`src/rtl/async_reset_reg_pkg.sv`:
```
`default_nettype none
// ============================================================================
// Module   : async_reset_reg_pkg
// Brief    : Shared limits and helpers for the async-reset register pipeline.
// Revision : 1.0 - initial release
// ============================================================================
package async_reset_reg_pkg;

    localparam int MAX_WIDTH = 64;
    localparam int MAX_DEPTH = 16;

    // Counter must represent 0..depth inclusive; never narrower than one bit.
    function automatic int fill_cnt_width(input int depth);
        int w;
        w = $clog2(depth + 1);
        return (w < 1) ? 1 : w;
    endfunction

endpackage : async_reset_reg_pkg
`default_nettype wire

```
`src/rtl/async_reset_reg_stage.sv`:
```
`default_nettype none
// ============================================================================
// Module   : async_reset_reg_stage
// Brief    : One WIDTH-bit pipeline register with async reset, sync flush and
//            enable; carries a parity bit when ASYNC_RESET_REG_PIPE_PARITY_EN.
// Revision : 1.0 - initial release
// ============================================================================
module async_reset_reg_stage
    import async_reset_reg_pkg::*;
#(
    parameter int               WIDTH     = 8,
    parameter logic [WIDTH-1:0] RESET_VAL = '0
) (
    input  logic             clk,
    input  logic             rst,
    input  logic             en,
    input  logic             flush,
    input  logic [WIDTH-1:0] d,
`ifdef ASYNC_RESET_REG_PIPE_PARITY_EN
    input  logic             d_par,
    output logic             q_par,
`endif
    output logic [WIDTH-1:0] q
);

    generate
        if (WIDTH < 1 || WIDTH > MAX_WIDTH) begin : g_bad_width
            $error("async_reset_reg_stage: WIDTH out of range");
        end
    endgenerate

    logic [WIDTH-1:0] r_data;

    always_ff @(posedge clk or posedge rst) begin
        if (rst) begin
            r_data <= RESET_VAL;
        end else if (flush) begin
            r_data <= RESET_VAL;
        end else if (en) begin
            r_data <= d;
        end
    end

    assign q = r_data;

`ifdef ASYNC_RESET_REG_PIPE_PARITY_EN
    localparam logic c_reset_par = ^RESET_VAL;

    logic r_par;

    // Parity follows exactly the same load/hold/flush rules as its data.
    always_ff @(posedge clk or posedge rst) begin
        if (rst) begin
            r_par <= c_reset_par;
        end else if (flush) begin
            r_par <= c_reset_par;
        end else if (en) begin
            r_par <= d_par;
        end
    end

    assign q_par = r_par;
`endif

endmodule : async_reset_reg_stage
`default_nettype wire

```
`src/rtl/async_reset_reg_pipe.sv`:
```
`default_nettype none
// ============================================================================
// Module   : async_reset_reg_pipe
// Brief    : DEPTH-stage register pipeline with async reset, sync flush, fill
//            tracking and optional per-stage parity (ASYNC_RESET_REG_PIPE_PARITY_EN).
// Revision : 1.0 - initial release
// ============================================================================
module async_reset_reg_pipe
    import async_reset_reg_pkg::*;
#(
    parameter int               WIDTH     = 8,
    parameter int               DEPTH     = 3,
    parameter logic [WIDTH-1:0] RESET_VAL = '0
) (
    input  logic             clk,
    input  logic             rst,
    input  logic             en,
    input  logic             flush,
    input  logic [WIDTH-1:0] d,
    output logic [WIDTH-1:0] q,
    output logic             valid,
    output logic             parity_err
);

    generate
        if (WIDTH < 1 || WIDTH > MAX_WIDTH) begin : g_bad_width
            $error("async_reset_reg_pipe: WIDTH out of range");
        end
        if (DEPTH < 1 || DEPTH > MAX_DEPTH) begin : g_bad_depth
            $error("async_reset_reg_pipe: DEPTH out of range");
        end
    endgenerate

    localparam int                 c_cnt_w = fill_cnt_width(DEPTH);
    localparam logic [c_cnt_w-1:0] c_depth = c_cnt_w'(DEPTH);
    localparam logic [c_cnt_w-1:0] c_one   = c_cnt_w'(1);

    logic [WIDTH-1:0] w_stage_q [DEPTH];
`ifdef ASYNC_RESET_REG_PIPE_PARITY_EN
    logic [DEPTH-1:0] w_stage_par;
`endif

    generate
        for (genvar i = 0; i < DEPTH; i++) begin : g_stage
            logic [WIDTH-1:0] w_d;
`ifdef ASYNC_RESET_REG_PIPE_PARITY_EN
            logic             w_d_par;
`endif
            if (i == 0) begin : g_head
                assign w_d = d;
`ifdef ASYNC_RESET_REG_PIPE_PARITY_EN
                assign w_d_par = ^d;
`endif
            end else begin : g_chain
                assign w_d = w_stage_q[i-1];
`ifdef ASYNC_RESET_REG_PIPE_PARITY_EN
                assign w_d_par = w_stage_par[i-1];
`endif
            end

            async_reset_reg_stage #(
                .WIDTH     (WIDTH),
                .RESET_VAL (RESET_VAL)
            ) u_stage (
                .clk   (clk),
                .rst   (rst),
                .en    (en),
                .flush (flush),
                .d     (w_d),
`ifdef ASYNC_RESET_REG_PIPE_PARITY_EN
                .d_par (w_d_par),
                .q_par (w_stage_par[i]),
`endif
                .q     (w_stage_q[i])
            );
        end
    endgenerate

    // Fill counter saturates at DEPTH so valid stays high under continuous shifting.
    logic [c_cnt_w-1:0] r_fill;

    always_ff @(posedge clk or posedge rst) begin
        if (rst) begin
            r_fill <= '0;
        end else if (flush) begin
            r_fill <= '0;
        end else if (en && (r_fill != c_depth)) begin
            r_fill <= r_fill + c_one;
        end
    end

    assign q     = w_stage_q[DEPTH-1];
    assign valid = (r_fill == c_depth);

`ifdef ASYNC_RESET_REG_PIPE_PARITY_EN
    assign parity_err = (^w_stage_q[DEPTH-1]) ^ w_stage_par[DEPTH-1];
`else
    assign parity_err = 1'b0;
`endif

endmodule : async_reset_reg_pipe
`default_nettype wire

```
`config.mk`:
```
export PLATFORM = sky130hd
export DESIGN_NAME = async_reset_reg_pipe
export DESIGN_NICKNAME = d
export VERILOG_FILES = /design/src/rtl/async_reset_reg_pkg.sv /design/src/rtl/async_reset_reg_stage.sv /design/src/rtl/async_reset_reg_pipe.sv
export SDC_FILE = /design/constraint.sdc
export NUM_CORES = 1
export LEC_CHECK = 0
export ABC_AREA = 1
export BUFFER_PORTS_ARGS = -buffer_cell sky130_fd_sc_hd__buf_2
export CORE_MARGIN = 2
export CORE_UTILIZATION = 39
export DETAILED_ROUTE_END_ITERATION = 8
export MAX_ROUTING_LAYER = met4
export SLEW_MARGIN = 20
export SYNTH_ARGS = -nofsm -noshare
export SYNTH_HDL_FRONTEND = slang
export SYNTH_SLANG_ARGS = --single-unit
```
`constraint.sdc`:
```
create_clock -name clk -period 0.95 [get_ports clk]
set_clock_uncertainty 0.05 [all_clocks]
set_input_delay 0.0475 -clock clk [delete_from_list [all_inputs] [get_ports clk]]
set_output_delay 0.0475 -clock clk [all_outputs]
set_load 0.005 [all_outputs]
```
==> results of run 1 <==
## worst max-delay path by stage
stage	startpoint	to	slack, ps
after floorplan	r_fill[0]$_DFFE_PP0P_	r_fill[1]$_DFFE_PP0P_	7
after global routing	r_fill[0]$_DFFE_PP0P_	valid	-270
after CTS	r_fill[0]$_DFFE_PP0P_	valid	-200
after detailed placement	r_fill[1]$_DFFE_PP0P_	r_fill[1]$_DFFE_PP0P_	-60
after global placement	r_fill[1]$_DFFE_PP0P_	r_fill[1]$_DFFE_PP0P_	5
final	r_fill[0]$_DFFE_PP0P_	valid	-210
## metal layers
metal / part of all wire (%) / vias to the layer above / GRT usage (%)
li1: - / 461 / -
met1: 44 / 417 / 17.9
met2: 49 / 19 / 23.8
met3: 4.9 / 5 / 3.00
met4: 2.2 / 0 / 7.14
met5: 0 / - / -
## cells in the mapped netlist
master   instances  share of area (%)
nand2_1         34                 12
dfrtp_1         26                 60
nand3_1         19                8.8
o21ai_0         16                7.4
inv_1            6                2.1
buf_6            3                3.1
buf_2            2               0.92
buf_4            2                1.4
conb_1           1               0.35
ha_1             1                1.2
inv_2            1               0.35
nand2_2          1               0.58
nand4_1          1               0.58
nor2_1           1               0.35
nor2_4           1                1.0
## logic make-up (layout without fill, tap and decap cells)
group	count (synthesis)	after routing	synth area share, %
adder cells (fa/ha/maj)	1	1	1.16
AND/OR/NAND/NOR	57	57	23.1
buffers and inverters	14	58	7.86
other	1	1	0.346
flip-flops	26	26	60.1
AO/OA/AOI/OAI	16	16	7.40
## flip-flops by register name, indices dropped and copies added, names as in the netlist
signal / cells
g_stage.u_stage.q: 24
r_fill: 2
## tightest hold or removal path: stages
cell and delay (ps):
buf_2 150, nand4_1 100, nand2_1 50
## per-stage QoR
| step | hold WS, ps | cells | setup WS, ps |
|---|---|---|---|
| 3_3_place_gp | 60.9 | 167 | 4.69 |
| 4_1_cts | 0.860 | 183 | -200 |
| 6_report | 6.42 | 190 | -214 |
| 5_1_grt | 9.06 | 190 | -266 |
| 3_5_place_dp | 63.1 | 167 | -64.2 |
| 2_1_floorplan | 37.5 | 115 | 7.25 |
## power by group through the flow
stage	Combinational [µW]	Sequential, µW	Clock, µW
2_1_floorplan	131	1190	0
3_3_place_gp	208	1190	0
3_5_place_dp	217	1190	0
4_1_cts	264	1170	458
5_1_grt	308	1180	504
6_report	269	1170	438
## what timing repair did
action,CTS,global route
endpoints found under the hold margin,34,0
endpoints found under the setup margin,5,11
hold buffers,9,0
resized for setup,3,0
setup buffers,4,7
pin swaps,3,2
## final cells by class
cell class                 count  area, µm²  share of cell area, %
clock buffer                   3       22.5                   1.55
inverter                       7       26.3                   1.80
multi-input combinational     75        362                   24.8
sequential                    26        651                   44.6
tap                           31       38.8                   2.66
timing repair buffer          48        358                   24.5
==> out/results.ini, run 1 <==
[clock_network]
cts-root-buf = clkbuf_4
cts_tree = built
clk_pin_slew_ps = 130
worstSkewPairLatency_ps = 310
htreeDepth = 1
numCtsBuffers = 3
cts_buffer_depth = 2
cts_num_sinks = 26

[setup_path]
critPathMaxStageDelay_ps = 420
cp_num_cells = 2
crit_path_cell_trace = ha_2, buf_2
path_delay_family = flip-flops
endpoint_kind = output pin
path_buf_inv = 1
critPathKind = reg2out
path_max_fanout = 3
cp.arrival_ps = 1070
slowest_stage = dfrtp_1
startpoint_type = register
reg2reg_from = r_fill[0]$_DFFE_PP0P_
r2r_end = r_fill[1]$_DFFE_PP0P_
reg2reg_depth = 6
reg2reg_slack_ps = -170
worstPathRequired_ps = 850

[final_layout]
design_area_um2 = 1460
area_growth_pct = 34.7
fin_nets = 174
final_common_cell = nand2_1
fill_cells = 278
antennaDiodeCount = 0
final_cell_mix = nand2_1 (33), dfrtp_1 (26), buf_2 (20), nand3_1 (17), buf_4 (17)
drive_gt1_share_pct = 31.4
utilization_pct = 54.3

[power]
intPower_uw = 1430
irDropWorstVdd_uv = 793
finalPower_uw = 1880
power.density_nw_per_um2 = 1290
p_switching_uw = 445
p_clk_share_pct = 23.3
seq_power_share_pct = 62.4
power.leakage_uw = 0.000773
power.share.combinational_pct = 14.3
switching_share_pct = 23.7

[synth]
synth_area_um2 = 1080
postSynthCellCount = 115
ys_types = 15
syn_avg_cell_area_um2 = 9.41
seq_area_frac_synth_pct = 60.1
synth_fp_nets = 128
ys_ff_latch = 26
synth_warnings = 0

[global_route]
grt_overflow_total = 0
grt_max_degree = 27
grt_pass1_vias = 858
antenna_found_initial = 0
grt_usage_pct = 14.9
grt_pass1_wl_um = 3610

[drt]
vias_per_cell = 4.75
routed_wl_um = 2050
antenna_left = 0
drc = 0
drtIter0Drc = 11
dr.pass1.iters = 4
wl_per_cell_um = 10.8
vias = 902

[timing]
hold_viol = 0
setup_viol = 3
rsz0062_at_grt = true
period_share_pct = 123
period_needed_ps = 1160
fmax_mhz = 859
setup_slack_ps = -214
slew_viol_final = 0
finalSetupTns_ps = -545

[hold_path]
hp-start = en
whs_endpoint = r_fill[1]$_DFFE_PP0P_
hp-class = in2reg
hold_depth = 3

[placed_design]
gp_congestion = 0.700
placed_area_um2 = 1250
dp_hpwl_um = 1380
port_buffers = 20

[floorplanning]
fp.dieH_um = 56.7
fp-row-count = 19
num_io_pins = 22
core-area_um2 = 2690
start_util_pct = 40.3
dieArea_um2 = 3210
chipWidth_um = 56.7

[run_status]
status = complete, but fails checks
violations = setup timing

[run]
maxCapViolCount = 0

Note: power is estimated with default switching activity, not from simulation.
==> run 2: changes to the inputs <==
--- a/config.mk
+++ b/config.mk
@@ -11,6 +11,7 @@
 export CORE_UTILIZATION = 39
 export DETAILED_ROUTE_END_ITERATION = 8
 export MAX_ROUTING_LAYER = met4
+export PLACE_DENSITY_LB_ADDON = 0.12
 export SLEW_MARGIN = 20
 export SYNTH_ARGS = -nofsm -noshare
 export SYNTH_HDL_FRONTEND = slang
==> run 2 against run 1 <==
Net effect:
- the flow still finishes with violations (setup timing)
- first-iteration DRC count increased by 36%
- clock-buffer cell count rose by 1
- sequential power hardly changed
- power is 4.8% higher
- routed wire length is 3.4% higher
- cell area shrank 1.8%
- register-to-register slack hardly changed
- critical path type unchanged
- cell count shrank 1.6%
- global-route usage rose by 0.53 points
==> out/results.ini, run 2 (synthesized netlist as in run 1, its figures left out) <==
[global_route]
grt_usage_pct = 15.4  ; was 14.9%
grt_pass1_vias = 874  ; was 858
antenna_found_initial = 0  ; unchanged
grt_pass1_wl_um = 3790  ; was 3610 µm
grt_max_degree = 27  ; unchanged
grt_overflow_total = 0  ; unchanged

[timing]
fmax_mhz = 875  ; was 859 MHz
setup_slack_ps = -192  ; was -214 ps
period_needed_ps = 1140  ; was 1160 ps
setup_viol = 3  ; unchanged
hold_viol = 0  ; unchanged
slew_viol_final = 0  ; unchanged
rsz0062_at_grt = true  ; unchanged
finalSetupTns_ps = -548  ; was -545 ps
period_share_pct = 120  ; was 123%

[setup_path]
crit_path_start = r_fill[1]$_DFFE_PP0P_  ; was r_fill[0]$_DFFE_PP0P_
endpoint_kind = output pin  ; unchanged
reg2reg_slack_ps = -180  ; was -170 ps
r2r_end = r_fill[1]$_DFFE_PP0P_  ; unchanged
critPathKind = reg2out  ; unchanged
crit_end = valid  ; unchanged
crit_path_cell_trace = ha_2, buf_2  ; unchanged
reg2reg_from = r_fill[1]$_DFFE_PP0P_  ; was r_fill[0]$_DFFE_PP0P_
slowest_stage = dfrtp_1  ; unchanged
cp.arrival_ps = 1040  ; was 1070 ps
path_max_fanout = 2  ; was 3
startpoint_type = register  ; unchanged
critPathMaxStageDelay_ps = 420  ; about the same
worstPathRequired_ps = 850  ; about the same
reg2reg_depth = 6  ; unchanged

[placed_design]
place_inst = 167  ; unchanged
port_buffers = 20  ; unchanged
gp_congestion = 0.762  ; was 0.700
place_ws_ps = -60.9  ; was -64.2 ps
dp_hpwl_um = 1430  ; was 1380 µm

[final_layout]
fin_nets = 170  ; was 174
drive_gt1_share_pct = 29.5  ; was 31.4%
antennaDiodeCount = 0  ; unchanged
utilization_pct = 53.3  ; was 54.3%
final_cell_mix = nand2_1 (33), dfrtp_1 (26), buf_2 (20), nand3_1 (17), o21ai_0 (16)  ; was nand2_1 (33), dfrtp_1 (26), buf_2 (20), nand3_1 (17), buf_4 (17)
fin_cells = 187  ; was 190
area_growth_pct = 32.3  ; was 34.7%
final_common_cell = nand2_1  ; unchanged
largest_register_ffs = 24  ; unchanged

[drt]
drc = 0  ; unchanged
drtIter0Drc = 15  ; was 11
vias = 898  ; was 902
antenna_left = 0  ; unchanged
dr.pass1.iters = 4  ; unchanged
vias_per_cell = 4.80  ; was 4.75
routed_wl_um = 2120  ; was 2050 µm
wl_per_cell_um = 11.3  ; was 10.8 µm

[floorplanning]
num_io_pins = 22  ; unchanged
chipWidth_um = 56.7  ; unchanged
fp-row-count = 19  ; unchanged
start_util_pct = 40.3  ; unchanged
dieArea_um2 = 3210  ; unchanged
core-area_um2 = 2690  ; unchanged
fp.dieH_um = 56.7  ; unchanged

[clock_network]
cts_buffer_depth = 2  ; unchanged
worstSkewPairLatency_ps = 310  ; about the same
htreeDepth = 1  ; unchanged
cts-root-buf = clkbuf_4  ; unchanged
cts_tree = built  ; unchanged
cts_num_sinks = 26  ; unchanged
numCtsBuffers = 3  ; unchanged
clk_pin_slew_ps = 130  ; about the same

[hold_path]
hp-class = in2reg  ; unchanged

[run_status]
violations = setup timing  ; unchanged
status = complete, but fails checks  ; unchanged

[power]
power.density_nw_per_um2 = 1370  ; was 1290 nW/µm²
power.leakage_uw = 0.000753  ; was 0.000773 µW
irDropWorstVdd_uv = 908  ; was 793 µV

[run]
maxCapViolCount = 0  ; unchanged

## run 2: cell type report
cell class | instances | area, µm²
clock buffer | 4 | 36.3
multi-input combinational | 75 | 362
fill | 271 | 1250
inverter | 7 | 26.3
timing repair buffer | 44 | 318
tap | 31 | 38.8
sequential | 26 | 651
## run 2: worst min-delay path by stage
stage	start	endpoint	depth (start not counted)
2_1_floorplan	rst	g_stage[0].u_stage.q[0]$_DFFE_PP0P_	1
3_3_place_gp	rst	g_stage[2].u_stage.q[1]$_DFFE_PP0P_	3
3_5_place_dp	rst	g_stage[2].u_stage.q[1]$_DFFE_PP0P_	3
4_1_cts	en	g_stage[2].u_stage.q[4]$_DFFE_PP0P_	3
5_1_grt	en	g_stage[2].u_stage.q[4]$_DFFE_PP0P_	3
6_report	en	g_stage[2].u_stage.q[4]$_DFFE_PP0P_	3
## run 2: worst max-delay path: cells and delay by family, from the launching register on
kind                       cells  cell delay [ps]
adders and majority gates      1              200
buffers and inverters          1              120
DFF                            1              420
## run 2: timing repair
action / in CTS / in global routing
buffers inserted: 2 / 4
gates cloned: 0 / 0
hold buffers: 10 / 0
hold endpoints to repair: 35 / 0
resized for setup: 2 / 1
pin swaps: 1 / 1
endpoints found under the setup margin: 5 / 11
## run 2: where the power goes
part	leakage (µW)	switching (µW)	internal [µW]	total (µW)
Sequential	0.000354	19.6	1150	1170
Clock	0.0000210	305	234	539
Combinational	0.000378	135	123	258
## run 2: metrics by stage
step,hold slack (ps),instance area (µm²),total power (µW)
6_report,21.9,1430,1970
3_3_place_gp,68.4,1240,1390
5_1_grt,15.7,1430,2080
4_1_cts,2.74,1400,1990
3_5_place_dp,68.8,1240,1400
2_1_floorplan,37.5,1080,1320
## run 2: metal layers
| metal | share of wire, % | GRT usage (%) | vias to the layer above | wire, µm |
|---|---|---|---|---|
| met3 | 4.2 | 2.07 | 4 | 89 |
| met5 | 0 | - | - | 0 |
| met1 | 49 | 20.5 | 421 | 1050 |
| met4 | 1.6 | 6.12 | 0 | 34 |
| li1 | - | - | 452 | - |
| met2 | 45 | 23.8 | 21 | 945 |
